File: src/rtl/vq6_dem_ctrl.sv
// Sequencer for a 6-element vector-quantizer DAC with first-order mismatch shaping.
// Latency: out_valid rises SORT_LAT edges after the accept edge.
// Backpressure: one sample in flight; in_ready stays low until out_sel is taken.
//
// Ports:
//   clk, rst_n                  clock, asynchronous active-low reset
//   in_valid/in_ready, in_code  input code handshake (code = elements to enable, 7 -> 6)
//   dem_en                      1 = mismatch shaping, 0 = static thermometer (sampled at accept)
//   clr                         clear priorities and sticky flags (honoured in IDLE only)
//   sort_val5..0                priority registers p5..p0 toward the external sorter
//   sort_adr5..0                sorter result, adr5 = index of largest, adr0 = index of smallest
//   out_valid/out_ready/out_sel element-select handshake
//   sat_flag, perm_err          sticky status: priority saturated / bad sorter permutation
module vq6_dem_ctrl #(
    parameter int SW       = 8,
    parameter int SORT_LAT = 1
) (
    input  logic                 clk,
    input  logic                 rst_n,
    input  logic                 in_valid,
    output logic                 in_ready,
    input  logic [2:0]           in_code,
    input  logic                 dem_en,
    input  logic                 clr,
    output logic signed [SW-1:0] sort_val5,
    output logic signed [SW-1:0] sort_val4,
    output logic signed [SW-1:0] sort_val3,
    output logic signed [SW-1:0] sort_val2,
    output logic signed [SW-1:0] sort_val1,
    output logic signed [SW-1:0] sort_val0,
    input  logic [2:0]           sort_adr5,
    input  logic [2:0]           sort_adr4,
    input  logic [2:0]           sort_adr3,
    input  logic [2:0]           sort_adr2,
    input  logic [2:0]           sort_adr1,
    input  logic [2:0]           sort_adr0,
    output logic                 out_valid,
    input  logic                 out_ready,
    output logic [5:0]           out_sel,
    output logic                 sat_flag,
    output logic                 perm_err
);

    typedef enum logic [1:0] {
        IDLE   = 2'd0,
        SETTLE = 2'd1,
        OUT    = 2'd2
    } state_t;

    // Update arithmetic runs 4 bits wider than the registers so that
    // p + N - 6 can never wrap before the clamp is applied.
    localparam int WW = SW + 4;
    localparam logic signed [WW-1:0] PMAX = {5'b00000, {(SW-1){1'b1}}};
    localparam logic signed [WW-1:0] PMIN = {5'b11111, {(SW-1){1'b0}}};
    localparam logic signed [WW-1:0] SIX  = WW'(6);

    state_t               state_q;
    state_t               state_d;
    logic [3:0]           cnt_q;
    logic [2:0]           n_q;
    logic                 dem_q;
    logic signed [SW-1:0] p_q [6];

    logic [2:0]           adr [6];
    logic                 perm_bad;
    logic [5:0]           rank_sel;
    logic [5:0]           thermo_sel;
    logic signed [WW-1:0] wide [6];
    logic signed [SW-1:0] p_upd [6];
    logic                 sat_any;
    logic                 accept;
    logic                 settle_done;

    // Priorities go straight to the sorter; no pipeline register in between.
    assign sort_val0 = p_q[0];
    assign sort_val1 = p_q[1];
    assign sort_val2 = p_q[2];
    assign sort_val3 = p_q[3];
    assign sort_val4 = p_q[4];
    assign sort_val5 = p_q[5];

    // adr[r] is the element holding rank r (rank 5 = highest priority).
    assign adr[0] = sort_adr0;
    assign adr[1] = sort_adr1;
    assign adr[2] = sort_adr2;
    assign adr[3] = sort_adr3;
    assign adr[4] = sort_adr4;
    assign adr[5] = sort_adr5;

    assign in_ready    = (state_q == IDLE) && !clr;
    assign out_valid   = (state_q == OUT);
    assign accept      = in_valid && in_ready;
    assign settle_done = (state_q == SETTLE) && (cnt_q == 4'd0);

    // The sorter output must name every element exactly once; anything else
    // (out-of-range index or a repeated index) falls back to thermometer.
    always_comb begin
        perm_bad = 1'b0;
        for (int i = 0; i < 6; i++) begin
            if (adr[i] > 3'd5) begin
                perm_bad = 1'b1;
            end
            for (int j = i + 1; j < 6; j++) begin
                if (adr[i] == adr[j]) begin
                    perm_bad = 1'b1;
                end
            end
        end
    end

    // Enable the elements sitting in the top N ranks. Comparing against each
    // element index keeps an out-of-range address from indexing past bit 5.
    always_comb begin
        rank_sel = '0;
        for (int r = 0; r < 6; r++) begin
            for (int e = 0; e < 6; e++) begin
                if ((r + int'(n_q) >= 6) && (adr[r] == 3'(e))) begin
                    rank_sel[e] = 1'b1;
                end
            end
        end
    end

    always_comb begin
        thermo_sel = 6'b000000;
        case (n_q)
            3'd0:    thermo_sel = 6'b000000;
            3'd1:    thermo_sel = 6'b000001;
            3'd2:    thermo_sel = 6'b000011;
            3'd3:    thermo_sel = 6'b000111;
            3'd4:    thermo_sel = 6'b001111;
            3'd5:    thermo_sel = 6'b011111;
            default: thermo_sel = 6'b111111;
        endcase
    end

    // Each element gains N per sample and loses 6 when used; over the six
    // elements that nets to zero, which is what shapes the mismatch error.
    always_comb begin
        sat_any = 1'b0;
        for (int i = 0; i < 6; i++) begin
            wide[i]  = {{4{p_q[i][SW-1]}}, p_q[i]}
                     + {{(SW+1){1'b0}}, n_q}
                     - (rank_sel[i] ? SIX : '0);
            p_upd[i] = wide[i][SW-1:0];
            if (wide[i] > PMAX) begin
                p_upd[i] = PMAX[SW-1:0];
                sat_any  = 1'b1;
            end else if (wide[i] < PMIN) begin
                p_upd[i] = PMIN[SW-1:0];
                sat_any  = 1'b1;
            end
        end
    end

    always_comb begin
        state_d = state_q;
        case (state_q)
            IDLE: begin
                if (accept) begin
                    state_d = SETTLE;
                end
            end
            SETTLE: begin
                if (cnt_q == 4'd0) begin
                    state_d = OUT;
                end
            end
            OUT: begin
                if (out_ready) begin
                    state_d = IDLE;
                end
            end
            default: state_d = IDLE;
        endcase
    end

    always_ff @(posedge clk or negedge rst_n) begin
        if (!rst_n) begin
            state_q <= IDLE;
        end else begin
            state_q <= state_d;
        end
    end

    always_ff @(posedge clk or negedge rst_n) begin
        if (!rst_n) begin
            cnt_q    <= 4'd0;
            n_q      <= 3'd0;
            dem_q    <= 1'b0;
            out_sel  <= 6'b000000;
            sat_flag <= 1'b0;
            perm_err <= 1'b0;
            for (int i = 0; i < 6; i++) begin
                p_q[i] <= '0;
            end
        end else begin
            if ((state_q == IDLE) && clr) begin
                sat_flag <= 1'b0;
                perm_err <= 1'b0;
                for (int i = 0; i < 6; i++) begin
                    p_q[i] <= '0;
                end
            end

            if (accept) begin
                n_q   <= (in_code == 3'd7) ? 3'd6 : in_code;
                dem_q <= dem_en;
                cnt_q <= 4'(SORT_LAT - 1);
            end

            if ((state_q == SETTLE) && (cnt_q != 4'd0)) begin
                cnt_q <= cnt_q - 4'd1;
            end

            // Sorter has had SORT_LAT cycles on stable priorities: commit.
            if (settle_done) begin
                if (dem_q && !perm_bad) begin
                    out_sel <= rank_sel;
                    for (int i = 0; i < 6; i++) begin
                        p_q[i] <= p_upd[i];
                    end
                    if (sat_any) begin
                        sat_flag <= 1'b1;
                    end
                end else begin
                    out_sel <= thermo_sel;
                    if (dem_q) begin
                        perm_err <= 1'b1;
                    end
                end
            end
        end
    end

endmodule
File: config.mk
export PLATFORM = sky130hd
export DESIGN_NAME = vq6_dem_ctrl
export DESIGN_NICKNAME = d
export VERILOG_FILES = /design/src/rtl/vq6_dem_ctrl.sv
export SDC_FILE = /design/constraint.sdc
export NUM_CORES = 1
export LEC_CHECK = 0
export ABC_AREA = 1
export CORE_ASPECT_RATIO = 1.75
export CORE_MARGIN = 3
export CORE_UTILIZATION = 45
export CTS_CLUSTER_DIAMETER = 60
export DETAILED_ROUTE_END_ITERATION = 7
export GPL_ROUTABILITY_DRIVEN = 0
export HOLD_SLACK_MARGIN = 0.06
export PLACE_DENSITY = 0.67
export SYNTH_ARGS = -nofsm -noshare
export SYNTH_HDL_FRONTEND = slang
export SYNTH_SLANG_ARGS = --single-unit
File: constraint.sdc
create_clock -name clk -period 11.21 [get_ports clk]
set_input_delay 1.121 -clock clk [delete_from_list [all_inputs] [get_ports clk]]
set_output_delay 1.121 -clock clk [all_outputs]
set_load 0.03 [all_outputs]
; After elaboration in Yosys (flattened, before gate mapping)
; Cells that the tools add are included.
; Widths: inputs -> output; s select.
[classes]
mux = 107
magnitude_cmp = 24
n_reduce_logical = 56
addsub = 18
eq_ne = 56
[ops]
columns = op, n
row1 = $mux 48, 3
row2 = $mux 8, 12
row3 = $mux 1, 77
row4 = $gt 10x8->1 const B, 6
row5 = $lt 10x8->1 const B, 6
row6 = $sub 9x4->10, 6
row7 = $add 8x4->9, 6
row8 = $eq 3x3->1, 15
row9 = $eq 3x3->1 const B, 15
row10 = $eq 3x2->1 const B, 14
row11 = $logic_and 1x1->1, 42
row12 = $pmux 6 s6, 1
row13 = $eq 3x1->1 const B, 7
row14 = $logic_not 3->1, 7
row15 = $mux 3, 7
row16 = $ge 4x3->1 const B, 5
row17 = $gt 3x3->1 const B, 6
row18 = $add 2x3->4 const A, 2
row19 = $add 3x3->4 const A, 2
row20 = $mux 4, 2
row21 = $mux 2, 3
row22 = $mux 6, 1
row23 = $pmux 2 s3, 1
row24 = $add 1x3->4 const A, 1
row25 = other kinds (12), 14
[word_totals]
wordCells = 274
inputBits = 27
out_inout_bits = 58
ff_bits = 66

; Longest topological paths before layout
; Gate-level depths: netlist of the first run.
[depth]
ltp_word = 26
mapped_depth = 26

; Worst setup path before layout of the first run
; Ideal clock, no wire load.
[synth_timing]
path_type = input -> register
from = input sort_adr2[1]
to = register sat_flag
required_ps = 11093
path_stages = 21
path_buffers = 1
setup_ps = 117
arrival_time_ps = 3643
slack_ps = 7451
path_cell_list = buf_2 inv_1 nand2_1 nor3_1 nor2_1 nand4_1 fa_1 inv_1 ha_1 a21oi_1 nand2_1 nand2_1 nand2_1 nand2_1 nand2_1 nand2_1 nand2_1 nor2_1 nand4_1 nand2_1 nand2_1
[synth_between]
elab_chain_cells = 24
word_cells_on_any_way = 102
[synth_lines]
columns = element, line_no
row1 = start: declaration, 34  ; input logic [2:0] sort_adr2,
row2 = $logic_not 3->1 or $eq 3x3->1 (tied branches), "117, 104"
row3 = $logic_and 1x1->1 or $mux 1 (tied branches), "117, 104"
row4 = "$mux 1, on equally long branches (3 in a row)", "117, 104"
row5 = "$mux 1, on equally long branches", "117, 100"
row6 = $mux 3 or $mux 1 (tied branches), "144, 104"
row7 = $sub 9x4->10 or $mux 1 (tied branches), "144, 104"
row8 = $lt 10x8->1 or $mux 1 (tied branches), "149, 104"
row9 = "$mux 1, on equally long branches", "149, 104"
row10 = (+6 left out), -
row11 = "$mux 1, on equally long branches", "146, 104"
row12 = "$mux 1, on equally long branches", "149, 100"
row13 = "$mux 1, on equally long branches", "146, 104"
row14 = "$mux 1, on equally long branches", "149, 100"
row15 = $mux 1 or $logic_not 1->1 (tied branches), "146, 218"
row16 = $mux 1 or $logic_and 1x1->1 (tied branches), "223, 218"
row17 = $mux 1 *, 218  ; if (dem_q && !perm_bad) begin
row18 = $mux 1 *, 217  ; if (settle_done) begin
row19 = end signal: assignment, 192  ; sat_flag <= 1'b0;
row20 = end signal: assignment, 199  ; sat_flag <= 1'b0;
row21 = end signal: assignment, 224  ; sat_flag <= 1'b1;
row22 = end: declaration, 40  ; output logic sat_flag,
; Every way passes the cells marked *; elsewhere a longest branch is shown, timed or not.
; A chain may end at the register's enable or synchronous reset.

; Worst setup path after layout of the first run
[layout_timing]
from = input sort_adr4[2]
to = register p_q (netlist bit sort_val2[5])
[layout_between]
elab_chain_cells = 22
word_cells_on_any_way = 37
[layout_lines]
columns = element, line_no
row1 = start: declaration, 32  ; input logic [2:0] sort_adr4,
row2 = $eq 3x3->1, 104  ; if (adr[i] == adr[j]) begin
row3 = $mux 1 (2 in a row), 104
row4 = $mux 1, 100  ; if (adr[i] > 3'd5) begin
row5 = $mux 1 (4 in a row), 104
row6 = $mux 1, 100
row7 = $mux 1 (3 in a row), 104
row8 = $mux 1, 100
row9 = $mux 1 (2 in a row), 104
row10 = $mux 1, 100
row11 = $mux 1, 104
row12 = $mux 1, 100
row13 = $logic_not 1->1, 218
row14 = $logic_and 1x1->1, 218
row15 = $mux 48 *, 218
row16 = $mux 48 *, 217
row17 = end signal: indexed assignment, 221  ; p_q[i] <= p_upd[i];
row18 = end: declaration, 62  ; logic signed [SW-1:0] p_q [6];
; Marks and branches as above.

==> metrics.md, run 1 <==
| Metric | Value |
|---|---|
| Cts repair resizes | `0` |
| Dominant cells by area after synthesis | `dfrtp_1 24%, nand2_1 15%, ha_1 11%, inv_1 9.1%, nand3_1 8.3%` |
| Sw Ratio | `54.9%` |
| Post-synthesis compound-gate area fraction | `9.38%` |
| Fin Setup TNS | `0 ns` |
| Final worst path period need | `4.72 ns` |
| Clk buf depth | `2` |
| Cell Area, Placed | `0.00774 mm²` |
| Worst min path class | `register to register` |
| Synth area leader | `dfrtp_1` |
| Period utilisation layout | `42.1%` |
| Share of the synthesized area in the top cell type | `24.1%` |
| GRT overflow | `0` |
| Simple-Gate Fraction of Synth Area | `30.2%` |
| Post-Route Skew | `0.00759 ns` |
| Antenna Nets Post-Route | `0` |
| Max Cap Viol | `0` |
| I/O Pins | `85` |
| Status | `finished clean` |
| Starting Density | `46.0%` |
| CP endpoint kind | `register` |
| Critical path's most frequent cell | `nand2_1` |
| Layout cells sized above 1 | `2.87%` |
| Post-Syn Area per Cell | `6.77 µm²` |
| H-tree Lvls | `3` |
| Endpoints failing setup | `0` |
| Slowest stage cell, crit path | `clkdlybuf4s50_1` |
| CP Buf/Inv Count | `4` |
| Mux cell area share after synthesis | `0%` |
| CP cell instances | `clkdlybuf4s50_1 > nor2_1 > nand2_1 > o22ai_1 > nor3_1 > nand3_1 > fa_1 > inv_1 > ha_1 > nand2_1 > o21ai_0 > nand2_1 > nand3_1 > inv_1 > nand2_1 > nand2_1 > inv_1 > o21ai_0 > nand2_1 > nand2_1` |
| Worst Path Max Fanout | `9` |
| Area delta synth->final | `16.8%` |
| Global-route wire length before repair | `30.4 mm` |
| Design area | `0.00801 mm²` |
| Slew margin rel. | `38.5%` |
| Synth warnings | `0` |
| Vias in the first global route | `6467` |
| Clock Sinks | `66` |
| Largest family of logic cells by synthesized area | `simple AND/OR/NAND/NOR gates` |
| Vias/cell | `5.17` |
| Layout fillers | `1515` |
| Commonest non-fill, non-tap cell in the layout | `nand2_1` |
| Mapped Nets | `1112` |
| Startpoint Class | `input port` |
| Max VDD drop | `164 µV` |
| Net switching power | `1.23 mW` |
| Total number of vias | `6537` |
| Die Area | `0.0168 mm²` |
| CP Class | `input port to register` |
| Clk pin slew, worst setup/hold paths | `0.06 ns` |
| LEAKAGE | `4.26 nW` |
| Synthesized instance count | `1012` |
| Die X | `99.3 µm` |
| WL per Instance | `14.4 µm` |
| Row cnt | `59` |
| Crit-path leading delay family | `simple AND/OR/NAND/NOR gates` |
| Sequential Power Share | `14.1%` |
| Root Driver | `clkbuf_16` |
| First-pass detailed-route iteration total | `4` |
| Final wirelength | `18.2 mm` |
| Worst EP required | `11.43 ns` |
| Post-CTS setup buffers | `0` |
| Fin. max-slew vios | `0` |
| CTS Buf Count | `9` |
| Die height | `169 µm` |
| Post-CTS Hold Buffers | `0` |
| Worst-margin pin slew | `0.922 ns` |
| Remaining DRCs | `0` |
| DRC marker count from the first detailed-route iteration | `289` |
| Commonest non-fill, non-tap cells in the layout | `276 x nand2_1, 167 x inv_1, 113 x nand3_1` |
| Initial antenna violation count | `0` |
| Ant diodes | `0` |
| Critical Path Max Stage Delay | `0.77 ns` |
| Power per Cell Area | `280 mW/mm²` |
| FMAX | `212 MHz` |
| Final hold violation count | `0` |
| Clk network pwr share | `11.6%` |
| Final nets | `1176` |
| RSZ-0062 raised after global routing | `no` |
| Register-to-register setup slack | `6.65 ns` |
| Port buffer count | `84` |
| CP Data Arrival Time | `4.94 ns` |
| Synth Area in Adders | `14.6%` |
| Internal power | `1.01 mW` |
| Synth unique cells | `33` |
| CTS tree | `built` |
| Core area | `0.0149 mm²` |
| GRT Util Overall | `22.1%` |
| Comb pwr share | `74.3%` |
| Largest net degree at the start of global routing | `67` |
| Hpwl dp | `13.3 mm` |
| Later-pin clock latency in the skew report | `0.33 ns` |
| Synth Cell Area | `0.00686 mm²` |
| Sequential area share after synthesis | `24.1%` |
| XOR/XNOR Fraction of Synth Area | `9.45%` |
| #FFs+latches synth | `66` |
[power groups by stage]
stage	registers [mW]	logic, mW	clock network [mW]
after global routing	0.322	1.92	0.278
after floorplan	0.338	1.25	0
after CTS	0.317	1.67	0.266
final	0.316	1.66	0.260
after global placement	0.321	1.65	0
after detailed placement	0.320	1.65	0
[path summary, 6_finish.rpt]
path / startpoint / depth (start not counted) / end
worst max register to register: n_q[2] / 22 / sat_flag
worst min register to register: out_sel[4] / 2 / out_sel[4]
min in group asynchronous: rst_n / 2 / sort_val0[5]
worst min-delay path: out_sel[4] / 2 / out_sel[4]
max in group asynchronous: rst_n / 2 / cnt_q[1]
worst max-delay path: sort_adr4[2] / 20 / sort_val2[5]
[per-stage QoR]
step / hold slack, ns / worst slack, ns / utilization, % / power, mW / instances
CTS: 0.494 / 6.47 / 53.7 / 2.25 / 1264
floorplan: 0.492 / 7.45 / - / 1.58 / 1012
finish: 0.488 / 6.49 / 53.7 / 2.24 / 1264
global route: 0.517 / 6.14 / 53.7 / 2.52 / 1264
detailed placement: 0.477 / 6.15 / 51.9 / 1.97 / 1248
global placement: 0.469 / 6.11 / 51.9 / 1.97 / 1248
[cells by family after synthesis]
kind of cell | Yosys count
compound gates | 121
simple gates | 474
fa+ha+maj | 73
flops | 66
buf+inv | 204
xor+xnor | 74
[synth_stat cells]
cell type and count:
buf_6 2, xor2_1 26, or2_0 1, inv_2 4, nand2_1 276, a31oi_1 5, o31ai_1 2, buf_2 13
nor2_4 6, or2_2 2, nor3_1 18, o21ai_0 51, inv_1 167, a21oi_1 39, buf_4 12, clkbuf_1 6
nand3b_1 4, o32ai_1 1, nand2_4 1, o211ai_1 2, o21bai_1 1, nor2_2 1, a21o_1 4, fa_1 12
dfrtp_1 66, ha_1 61, o21ai_1 12, nand4_1 15, nor2_1 33, nand3_1 114, xnor2_1 48, nor4_1 3
o22ai_1 4
[metal layers]
| metal | wire length, µm | track usage (%) | vias up |
|---|---|---|---|
| met1 | 7430 | 24.9 | 3006 |
| met3 | 632 | 2.84 | 36 |
| met5 | 0 | 0 | - |
| li1 | - | - | 3352 |
| met2 | 9580 | 41.4 | 143 |
| met4 | 600 | 8.74 | 0 |
[registers in the layout, summed over array words and instances (netlist names)]
register and count:
out_sel 6, sort_val3 8, sort_val2 8, cnt_q 4
n_q 3, sort_val5 8, perm_err 1, dem_q 1
sort_val1 8, sort_val0 8, state_q 2, sort_val4 8
sat_flag 1
[area by class of cell]
type	instances	area (µm²)	area share [%]
timing repair buffer	86	851	10.6
sequential	66	1650	20.6
inverter	171	642	8.02
multi-input combinational	742	4370	54.5
clock buffer	13	250	3.13
tap	183	229	2.86
clock inverter	3	15.0	0.188
[worst reg2reg max path: stages (launching register included)]
cell     delay [ns]
dfrtp_1        0.49
inv_1          0.51
ha_1           0.35
o21ai_0        0.42
inv_1          0.13
nor4_1         0.20
nor3_1         0.09
nand3_1        0.24
fa_1           0.48
inv_1          0.07
ha_1           0.26
nand2_1        0.08
nand2_1        0.09
nand2_1        0.11
nand2_1        0.08
a21oi_1        0.20
inv_1          0.09
nand2_1        0.20
nand2_1        0.09
inv_1          0.06
nand4_1        0.08
nand2_1        0.06
nand2_1        0.06
(Power assumes the default switching activity.)
==> run 2: changes to the inputs <==
clock period = 4.67 ns   (was 11.21 ns; I/O delays follow)
==> metrics.md, run 2 (synthesis gave the netlist of run 1 again) <==
| Metric | Value |
|---|---|
| Status | `finished clean` |
| Fin. max-slew vios | `0 (unchanged)` |
| Slowest stage cell, crit path | `dfrtp_1` |
| Clock Sinks | `66 (unchanged)` |
| Layout cells sized above 1 | `4.73% (+1.9 points)` |
| Slew margin rel. | `46.6% (+8.1 points)` |
| Clk pin slew, worst setup/hold paths | `0.06 ns (about the same)` |
| Total number of vias | `6596 (+0.90%)` |
| Die X | `99.3 µm (unchanged)` |
| Root Driver | `clkbuf_16` |
| Core area | `0.0149 mm² (unchanged)` |
| Vias/cell | `5.14 (-0.59%)` |
| RSZ-0062 raised after global routing | `no` |
| H-tree Lvls | `3 (unchanged)` |
| CP Class | `register to register` |
| Ant diodes | `0 (unchanged)` |
| Port buffer count | `84 (unchanged)` |
| Die Area | `0.0168 mm² (unchanged)` |
| CP cell instances | `ha_1 > ha_1 > o21ai_1 > inv_1 > nor4_1 > nor3_1 > nand3_1 > fa_1 > inv_1 > ha_1 > nand2_1 > o21ai_0 > nand2_1 > nand3_1 > inv_1 > nand2_1 > nand2_1 > inv_1 > o21ai_0 > nand2_1 > nand2_1` |
| Instance count on the critical path | `21 (+5.0%)` |
| Endpoints failing setup | `0 (unchanged)` |
| FMAX | `234 MHz` |
| Max Cap Viol | `0 (unchanged)` |
| Worst EP required | `4.89 ns (-6.54 ns)` |
| WL per Instance | `14.4 µm (about the same)` |
| Largest net degree at the start of global routing | `62 (-7.5%)` |
| Commonest non-fill, non-tap cells in the layout | `276 x nand2_1, 167 x inv_1, 113 x nand3_1` |
| Starting Density | `46.0% (unchanged)` |
| Die height | `169 µm (unchanged)` |
| Later-pin clock latency in the skew report | `0.34 ns (about the same)` |
| Commonest non-fill, non-tap cell in the layout | `nand2_1` |
| Hpwl dp | `14.2 mm (+6.3%)` |
| Vias in the first global route | `6810 (+5.3%)` |
| Area delta synth->final | `19.0%` |
| Final hold violation count | `0 (unchanged)` |
| Startpoint Class | `register` |
| Post-Route Skew | `0.00771 ns (+0.000124 ns)` |
| CP Data Arrival Time | `4.51 ns (-0.43 ns)` |
| Post-CTS setup buffers | `0 (unchanged)` |
| Critical path's most frequent cell | `nand2_1` |
| I/O Pins | `85 (unchanged)` |
| GRT Util Overall | `23.0% (+0.86 points)` |
| Period utilisation layout | `91.7%` |
| LEAKAGE | `4.35 nW (+2.2%)` |
| Critical Path Max Stage Delay | `0.57 ns (-0.20 ns)` |
| Final worst path period need | `4.28 ns` |
| Global-route wire length before repair | `31.5 mm (+3.8%)` |
| Worst-margin pin slew | `0.800 ns (-0.122 ns)` |
| Setup WS post-layout | `0.387 ns (-6.10 ns)` |
| Antenna Nets Post-Route | `0 (unchanged)` |
| Fin Setup TNS | `0 ns (unchanged)` |
| First-pass detailed-route iteration total | `4 (unchanged)` |
| Power per Cell Area | `668 mW/mm² (+140%)` |
| CTS tree | `built` |
| CP endpoint kind | `register` |
| Remaining DRCs | `0 (unchanged)` |
| Clk buf depth | `2 (unchanged)` |
| Final wirelength | `18.5 mm (+1.5%)` |
| Initial antenna violation count | `0 (unchanged)` |
| CP Buf/Inv Count | `4 (unchanged)` |
| Worst Path Max Fanout | `12 (+3)` |
| Max VDD drop | `338 µV (+110%)` |
| Worst R2R Path Depth | `21 (-4.5%)` |
| DRC marker count from the first detailed-route iteration | `218 (-25%)` |
| Dpl ws | `0.305 ns (-5.84 ns)` |
| Final nets | `1197 (+1.8%)` |
| CTS Buf Count | `9 (unchanged)` |
| Row cnt | `59 (unchanged)` |
| GRT overflow | `0 (unchanged)` |
| Worst min path class | `input port to async pin` |
| Crit-path leading delay family | `adder cells` |
[run 2: cell count changes in the layout (fill, tap and decap cells not counted), sizes merged]
| cell | delta |
|---|---|
| clkbuf | -2 |
| clkinv | -1 |
| buf | +21 |
| clkinvlp | +1 |
[run 2: metal layers]
layer | GRT usage (%) | share of wire (%)
met5 | 0 | 0
met4 | 11.6 | 4.1
met3 | 2.47 | 2.8
met2 | 42.8 | 53
met1 | 25.3 | 40
[run 2: where the power goes]
group          internal (mW)  total (mW)  leakage [nW]  switching [mW]
registers              0.653       0.745         0.900          0.0920
clock network          0.366       0.622         0.127           0.256
logic                   1.46        4.08          3.32            2.61
[run 2: cell type report]
| type | count | area (µm²) |
|---|---|---|
| repair buffers | 107 | 1010 |
| clock inverters | 3 | 17.5 |
| inverters | 171 | 642 |
| fillers | 1511 | 6750 |
| well taps | 183 | 229 |
| multi-input cells | 742 | 4370 |
| flip-flops and latches | 66 | 1650 |
| clock buffers | 11 | 243 |
[run 2: timing repair]
action                                  CTS  global route
endpoints found under the setup margin    0             5
hold endpoints to repair                  0             0
gates resized for setup                   0             3
hold buffers                              0             0
[run 2: final timing paths]
| kind | start | to | slack [ns] |
|---|---|---|---|
| max in group asynchronous | rst_n | dem_q | 3.52 |
| worst min-delay path | rst_n | sort_val0[5] | 0.11 |
| min in group clk | out_sel[2] | out_sel[2] | 0.48 |
| worst min register to register | out_sel[2] | out_sel[2] | 0.48 |
| worst max-delay path | n_q[0] | sort_val2[3] | 0.39 |
| worst max register to register | n_q[0] | sort_val2[3] | 0.39 |
[run 2: worst register-to-register path: stages, from the launching register on]
cell	delay [ns]
dfrtp_1	0.57
ha_1	0.31
ha_1	0.29
o21ai_1	0.12
inv_1	0.12
nor4_1	0.06
nor3_1	0.23
nand3_1	0.27
fa_1	0.56
inv_1	0.04
ha_1	0.31
nand2_1	0.06
o21ai_0	0.39
nand2_1	0.09
nand3_1	0.10
inv_1	0.04
nand2_1	0.05
nand2_1	0.06
inv_1	0.19
o21ai_0	0.16
nand2_1	0.10
nand2_1	0.06
[run 2: metrics by stage]
| stage | power (mW) | cells | util, % | cell area, µm² | hold slack [ns] |
|---|---|---|---|---|---|
| after global placement | 4.80 | 1269 | 53.0 | 7900 | 0.463 |
| after floorplan | 3.80 | 1012 | - | 6860 | 0.171 |
| after detailed placement | 4.81 | 1269 | 53.0 | 7900 | 0.472 |
| final | 5.45 | 1283 | 54.7 | 8160 | 0.111 |
| after CTS | 5.47 | 1283 | 54.7 | 8160 | 0.132 |
| after global routing | 6.09 | 1283 | 54.7 | 8160 | 0.150 |
